<file path="src/rtl/memory_stage_pkg.sv">
// memory_stage_pkg: shared widths, one-hot load/store bit indices, FSM state
// encoding, the MD payload record and the store byte-strobe helper used by
// the memory-access stage.
package memory_stage_pkg;

  localparam int XLEN        = 32;
  localparam int PC_WIDTH    = 32;
  localparam int LOAD_WIDTH  = 5;
  localparam int STORE_WIDTH = 3;

  // Value the MD register shows for PC/commit when it holds no instruction.
  localparam logic [PC_WIDTH-1:0] NOP_PC     = '0;
  localparam logic                NOP_COMMIT = 1'b0;

  // One-hot load op {lhu,lbu,lw,lh,lb}
  localparam int LD_LB  = 0;
  localparam int LD_LH  = 1;
  localparam int LD_LW  = 2;
  localparam int LD_LBU = 3;
  localparam int LD_LHU = 4;

  // One-hot store op {sw,sh,sb}
  localparam int ST_SB = 0;
  localparam int ST_SH = 1;
  localparam int ST_SW = 2;

  typedef enum logic {
    MS_IDLE = 1'b0,
    MS_HOLD = 1'b1
  } ms_state_e;

  // Everything the stage hands to writeback apart from the valid bit.
  typedef struct packed {
    logic [XLEN-1:0]     valm;
    logic                need_dste;
    logic [4:0]          dste;
    logic [PC_WIDTH-1:0] pc;
    logic                commit;
    logic                exc;
  } md_payload_t;

  // Byte enables for a store; loads and non-memory ops give no strobes.
  function automatic logic [3:0] store_strobe(input logic [STORE_WIDTH-1:0] op,
                                               input logic [1:0]             off);
    store_strobe = 4'b0000;
    if (op[ST_SB]) begin
      store_strobe = 4'b0001 << off;
    end else if (op[ST_SH]) begin
      store_strobe = 4'b0011 << {off[1], 1'b0};
    end else if (op[ST_SW]) begin
      store_strobe = 4'b1111;
    end
  endfunction

endpackage

</file>
<file path="src/rtl/mem_load_align.sv">
// mem_load_align: combinational load formatter. Picks the byte (lane off) or
// halfword (lane off[1]) out of the read word and sign/zero extends it; lw
// passes the whole word. Low offset bits below the lane size are ignored.
module mem_load_align
  import memory_stage_pkg::*;
(
  input  logic [XLEN-1:0]       rdata,
  input  logic [1:0]            off,
  input  logic [LOAD_WIDTH-1:0] load_op,
  output logic [XLEN-1:0]       data
);

  logic [7:0]  byte_lane [0:3];
  logic [7:0]  sel_byte;
  logic [15:0] sel_half;

  genvar gi;
  generate
    for (gi = 0; gi < 4; gi = gi + 1) begin : g_lane
      assign byte_lane[gi] = rdata[8*gi +: 8];
    end
  endgenerate

  assign sel_byte = byte_lane[off];
  assign sel_half = off[1] ? {byte_lane[3], byte_lane[2]} : {byte_lane[1], byte_lane[0]};

  // Extend the selected lane according to the one-hot load op.
  always_comb begin
    data = '0;
    if (load_op[LD_LB]) begin
      data = {{(XLEN-8){sel_byte[7]}}, sel_byte};
    end else if (load_op[LD_LBU]) begin
      data = {{(XLEN-8){1'b0}}, sel_byte};
    end else if (load_op[LD_LH]) begin
      data = {{(XLEN-16){sel_half[15]}}, sel_half};
    end else if (load_op[LD_LHU]) begin
      data = {{(XLEN-16){1'b0}}, sel_half};
    end else if (load_op[LD_LW]) begin
      data = rdata;
    end
  end

endmodule

</file>
<file path="src/rtl/memory_stage.sv">
// memory_stage: memory-access pipeline stage. Issues loads/stores on a
// req/ack data port, formats load data, and registers the result into the
// MD boundary. A one-entry HOLD buffer keeps a finished access when
// writeback is stalled so the request is never re-issued.
// Optional feature macro: MISALIGN_TRAP_EN (misaligned half/word accesses
// are not issued and are flagged on MD_exc_o instead).
module memory_stage
  import memory_stage_pkg::*;
(
  input  logic                   clk_i,
  input  logic                   rst,
  input  logic                   execute_vaild_i,
  input  logic [LOAD_WIDTH-1:0]  ED_load_op_i,
  input  logic [STORE_WIDTH-1:0] ED_store_op_i,
  input  logic                   ED_sel_reg_i,
  input  logic [XLEN-1:0]        ED_valE_i,
  input  logic [XLEN-1:0]        ED_rs2_data_i,
  input  logic                   ED_need_dstE_i,
  input  logic [4:0]             ED_dstE_i,
  input  logic [PC_WIDTH-1:0]    ED_PC_i,
  input  logic                   ED_commit_i,
  input  logic                   writeback_allow_in_i,
  input  logic                   dmem_ack_i,
  input  logic [XLEN-1:0]        dmem_rdata_i,
  output logic                   memory_allow_in_o,
  output logic                   dmem_req_o,
  output logic                   dmem_we_o,
  output logic [XLEN-1:0]        dmem_addr_o,
  output logic [3:0]             dmem_wstrb_o,
  output logic [XLEN-1:0]        dmem_wdata_o,
  output logic                   memory_vaild_o,
  output logic [XLEN-1:0]        MD_valM_o,
  output logic                   MD_need_dstE_o,
  output logic [4:0]             MD_dstE_o,
  output logic [PC_WIDTH-1:0]    MD_PC_o,
  output logic                   MD_commit_o,
  output logic                   MD_exc_o
);

  ms_state_e   state_reg;
  logic        md_valid_reg;
  md_payload_t md_reg;
  md_payload_t hold_buf_reg;

  logic [1:0]      off;
  logic            mem_op;
  logic            misalign;
  logic            req;
  logic            done;
  logic            complete;
  logic [XLEN-1:0] load_fmt;
  md_payload_t     md_next;

  assign off    = ED_valE_i[1:0];
  assign mem_op = (|ED_load_op_i) | (|ED_store_op_i);

`ifdef MISALIGN_TRAP_EN
  logic is_half;
  logic is_word;
  assign is_half  = ED_load_op_i[LD_LH] | ED_load_op_i[LD_LHU] | ED_store_op_i[ST_SH];
  assign is_word  = ED_load_op_i[LD_LW] | ED_store_op_i[ST_SW];
  assign misalign = (is_half & off[0]) | (is_word & (off != 2'b00));
`else
  assign misalign = 1'b0;
`endif

  // HOLD already owns a finished access, so it never requests again.
  assign req      = (state_reg == MS_IDLE) & execute_vaild_i & mem_op & ~misalign;
  assign done     = ~mem_op | misalign | (req & dmem_ack_i);
  assign complete = execute_vaild_i & done;

  assign memory_allow_in_o = (state_reg == MS_IDLE)
                           ? (~execute_vaild_i | (done & writeback_allow_in_i))
                           : writeback_allow_in_i;

  // Data-port drive: address is live from the (stalled) ED register.
  assign dmem_req_o   = req;
  assign dmem_we_o    = req & (|ED_store_op_i);
  assign dmem_addr_o  = {ED_valE_i[XLEN-1:2], 2'b00};
  assign dmem_wstrb_o = store_strobe(ED_store_op_i, off);

  genvar gi;
  generate
    for (gi = 0; gi < 4; gi = gi + 1) begin : g_wlane
      assign dmem_wdata_o[8*gi +: 8] =
          ED_store_op_i[ST_SB] ? ED_rs2_data_i[7:0] :
          ED_store_op_i[ST_SH] ? ED_rs2_data_i[8*(gi%2) +: 8] :
          ED_store_op_i[ST_SW] ? ED_rs2_data_i[8*gi +: 8] : 8'h00;
    end
  endgenerate

  mem_load_align u_load_align (
    .rdata   (dmem_rdata_i),
    .off     (off),
    .load_op (ED_load_op_i),
    .data    (load_fmt)
  );

  // Payload the MD register (or the HOLD buffer) would take this cycle.
  always_comb begin
    md_next           = '0;
    md_next.valm      = ED_sel_reg_i ? load_fmt : ED_valE_i;
    md_next.need_dste = ED_need_dstE_i & complete & ~misalign;
    md_next.dste      = ED_dstE_i;
    md_next.pc        = ED_PC_i;
    md_next.commit    = ED_commit_i;
    md_next.exc       = complete & misalign;
  end

  // Stage FSM, HOLD buffer and MD register.
  always_ff @(posedge clk_i) begin
    if (rst) begin
      state_reg        <= MS_IDLE;
      hold_buf_reg     <= '0;
      md_valid_reg     <= 1'b0;
      md_reg.valm      <= '0;
      md_reg.need_dste <= 1'b0;
      md_reg.dste      <= '0;
      md_reg.pc        <= NOP_PC;
      md_reg.commit    <= NOP_COMMIT;
      md_reg.exc       <= 1'b0;
    end else begin
      case (state_reg)
        MS_IDLE: begin
          if (writeback_allow_in_i) begin
            md_valid_reg <= complete;
            md_reg       <= md_next;
          end else if (complete) begin
            hold_buf_reg <= md_next;
            state_reg    <= MS_HOLD;
          end
        end
        MS_HOLD: begin
          if (writeback_allow_in_i) begin
            md_valid_reg <= 1'b1;
            md_reg       <= hold_buf_reg;
            state_reg    <= MS_IDLE;
          end
        end
        default: state_reg <= MS_IDLE;
      endcase
    end
  end

  assign memory_vaild_o = md_valid_reg;
  assign MD_valM_o      = md_reg.valm;
  assign MD_need_dstE_o = md_reg.need_dste;
  assign MD_dstE_o      = md_reg.dste;
  assign MD_PC_o        = md_reg.pc;
  assign MD_commit_o    = md_reg.commit;
  assign MD_exc_o       = md_reg.exc;

endmodule

</file>
<file path="config.mk">
export PLATFORM = sky130hd
export DESIGN_NAME = memory_stage
export DESIGN_NICKNAME = d
export VERILOG_FILES = /design/src/rtl/memory_stage_pkg.sv /design/src/rtl/mem_load_align.sv /design/src/rtl/memory_stage.sv
export SDC_FILE = /design/constraint.sdc
export NUM_CORES = 1
export LEC_CHECK = 0
export BUFFER_PORTS_ARGS = -buffer_cell sky130_fd_sc_hd__buf_2
export CAP_MARGIN = 20
export CORE_MARGIN = 5
export CORE_UTILIZATION = 51
export DETAILED_ROUTE_END_ITERATION = 10
export PLACE_DENSITY = 0.94
export SLEW_MARGIN = 0
export SYNTH_ARGS = -nofsm -noshare
export SYNTH_HDL_FRONTEND = slang
export SYNTH_SLANG_ARGS = --single-unit
export TNS_END_PERCENT = 100
</file>
<file path="constraint.sdc">
create_clock -name clk_i -period 2.14 [get_ports clk_i]
set_input_delay 0.214 -clock clk_i [delete_from_list [all_inputs] [get_ports clk_i]]
set_output_delay 0.214 -clock clk_i [all_outputs]
set_load 0.1 [all_outputs]
</file>
==> results.cfg <==
[outcome]
status = finished clean

[cells_and_area]
final_area_mm2 = 0.0106
fin_util_pct = 66.7
largest_reg_flops = 71
area_growth_pct = 28.1
drive_gt1_share_pct = 31.7
nets = 1369

[critical_path]
end_kind = output port
rr_worst_depth = 5
cp.required_ns = 1.93
critPathSlowestCell = buf_6
rrSetupSlack_ns = 0.26
worst_ep_arrival_time_ns = 1.72
critPathLaunchType = register
worstReg2RegEnd = hold_buf_reg[32]$_SDFFE_PP0P_
r2r-start = state_reg$_SDFF_PP0_
slowest_delay_ns = 0.41
worstPathCellList = buf_6 > o21ai_0 > o21ai_2 > buf_12
critPathKind = register to output port
path_buf_inv = 2
path_delay_family = buffers and inverters
crit_fanout = 40
worstSetupStartpoint = state_reg$_SDFF_PP0_

[clock_network]
cts_buffers = 17
cts_max_level = 4
clk_path_buf_depth = 2
holdBufCountCts = 0
postCtsSetupBuffers = 0
cts.clk_slew.worst_paths_ns = 0.06
numClockSinks = 144
clk_latency_ns = 0.42
tritoncts = done
root_buffer = clkbuf_16

[floorplanning]
core_mm2 = 0.0159
rows = 46
die-area_mm2 = 0.0189
start_util_pct = 52.1
die_w_um = 137
ios = 293
die_y_um = 137

[synth]
syn_area_mm2 = 0.00828
synthCells = 1018
ys_seq_area_share_pct = 34.8
synth_cell_types = 55
synth_edf_count = 0
synth-seq-cells = 144
ys.flop_type = dfxtp_1
async_flop_share_pct = 0
yosys-top-cells-count = 144 x dfxtp_1, 86 x a211oi_1, 81 x o21ai_0
avgSynthCellArea_um2 = 8.13
synth_largest_area_cell = dfxtp_1
yosysMostFrequentCell = dfxtp_1
synthTopCellsByArea = dfxtp_1 35%, mux2i_1 8.2%, a211oi_1 7.8%, o21ai_0 4.9%, nand3_1 4.6%
yosys.area.top_type_share_pct = 34.8
yosysWarnings = 0

[sta]
setup_violations = 0
max_slew.worst_pin.slew_ns = 1.03
hold_violations = 0
maxSlewViolCount = 0
rsz0062_at_grt = no
max_slew_margin_pct = 31.0
min_period_ns = 1.94
fin_skew_ns = 0.00804
fin_crit_sh_pct = 90.6
max_freq_mhz = 516

[pwr]
leakagePower_nw = 4.37
ir_drop_v = 0.000594
p_per_area_mw_per_mm2 = 853

[drt]
wl_per_cell_um = 20.4
dr.pass1.iters = 7
initialDrtViolationCount = 1119
post-route-drc-count = 0
num_vias = 9202
antenna_left = 0
drt_wl_total_um = 29600
viasPerCell = 6.35

[placement]
placed_cell_area_mm2 = 0.00996
port_buffers = 289
dp_hpwl_um = 20100
gp_congestion = 0.951

[hold_path]
hold_end = hold_buf_reg[38]$_SDFFE_PP0P_
min_path_cells = 3
hp-class = primary input to register
hp-start = ED_dstE_i[4]

[global_routing]
grt_max_degree = 122
grt_pass1_vias = 8487
grt_pass1_wl_um = 45500
grt_overflow = 0
antenna_found_initial = 2
grt_use_total_pct = 30.3

[job]
max-cap-violations = 0
worst max-delay path by stage:
| stage | endpoint | slack (ns) | cells past startpoint |
|---|---|---|---|
| 6_report | memory_allow_in_o | 0.20 | 4 |
| 3_5_place_dp | MD_valM_o[22]$_SDFFE_PP0P_ | 0.07 | 6 |
| 5_1_grt | memory_allow_in_o | 0.10 | 4 |
| 3_3_place_gp | MD_valM_o[24]$_SDFFE_PP0P_ | -0.05 | 5 |
| 2_1_floorplan | dmem_wdata_o[0] | 0.09 | 3 |
| 4_1_cts | memory_allow_in_o | 0.01 | 4 |
per-stage QoR:
stage	power, mW	setup slack [ns]	cells	hold WS, ns	setup TNS, ns
after global placement	5.86	-0.0547	1415	0.460	-0.741
after global routing	9.32	0.100	1450	0.0459	0
after detailed placement	5.89	0.0694	1416	0.466	0
after floorplan	5.19	0.0943	1020	0.362	0
after CTS	9.04	0.0113	1447	0.0319	0
final	9.05	0.202	1450	0.0470	0
layout make-up:
class / instances / area (um2)
sequential: 144 / 2890
clock inverter: 12 / 170
tap: 216 / 270
multi-input combinational: 698 / 4600
timing repair buffer: 327 / 2090
clock buffer: 19 / 454
inverter: 32 / 120
fill: 1265 / 5280
antenna: 2 / 5.00
report_power, final:
group / switching, mW / internal, mW / leakage, nW / total, mW
sequential: 0.0735 / 2.84 / 1.18 / 2.91
clock: 1.23 / 1.93 / 0.302 / 3.16
combinational: 2.30 / 0.674 / 2.88 / 2.97
total: 3.61 / 5.44 / 4.37 / 9.05
timing repair:
item | 4_1_cts | 5_1_grt
endpoints found under the hold margin | 0 | 0
setup endpoints to repair | 0 | 1
resized for setup | 0 | 1
metal layers:
layer  global-route usage [%]  vias to the layer above  routed length, um
li1                         -                     4182                  -
met1                     39.3                     4243              11100
met2                     47.9                      666              13800
met3                     7.23                      111               3550
met4                     13.9                        0               1130
met5                        0                        -                  0
logic make-up after synthesis:
group                  after synthesis  synth area share, %
and+or+nand+nor                    265                 15.5
buffers and inverters              178                 10.5
muxes                               72                 9.18
other                                1               0.0453
AOI/OAI and AO/OA                  358                 30.0
DFF                                144                 34.8
cells in the final DEF, fill, tap and decap left out, types with 29 or more instances in the layout:
master and count:
dfxtp_1 143, inv_1 31, nor2_1 57, o31ai_1 29, mux2i_1 68, a211oi_1 86, buf_4 34, o21ai_0 70
nand2_1 57, buf_2 267, nand3_1 76, a21oi_1 49, nor3_1 32
tightest hold or removal path: stages:
cell     delay (ns)
buf_2          0.10
nand3_1        0.06
a21oi_1        0.05
Note: power is estimated with default switching activity, not from simulation.
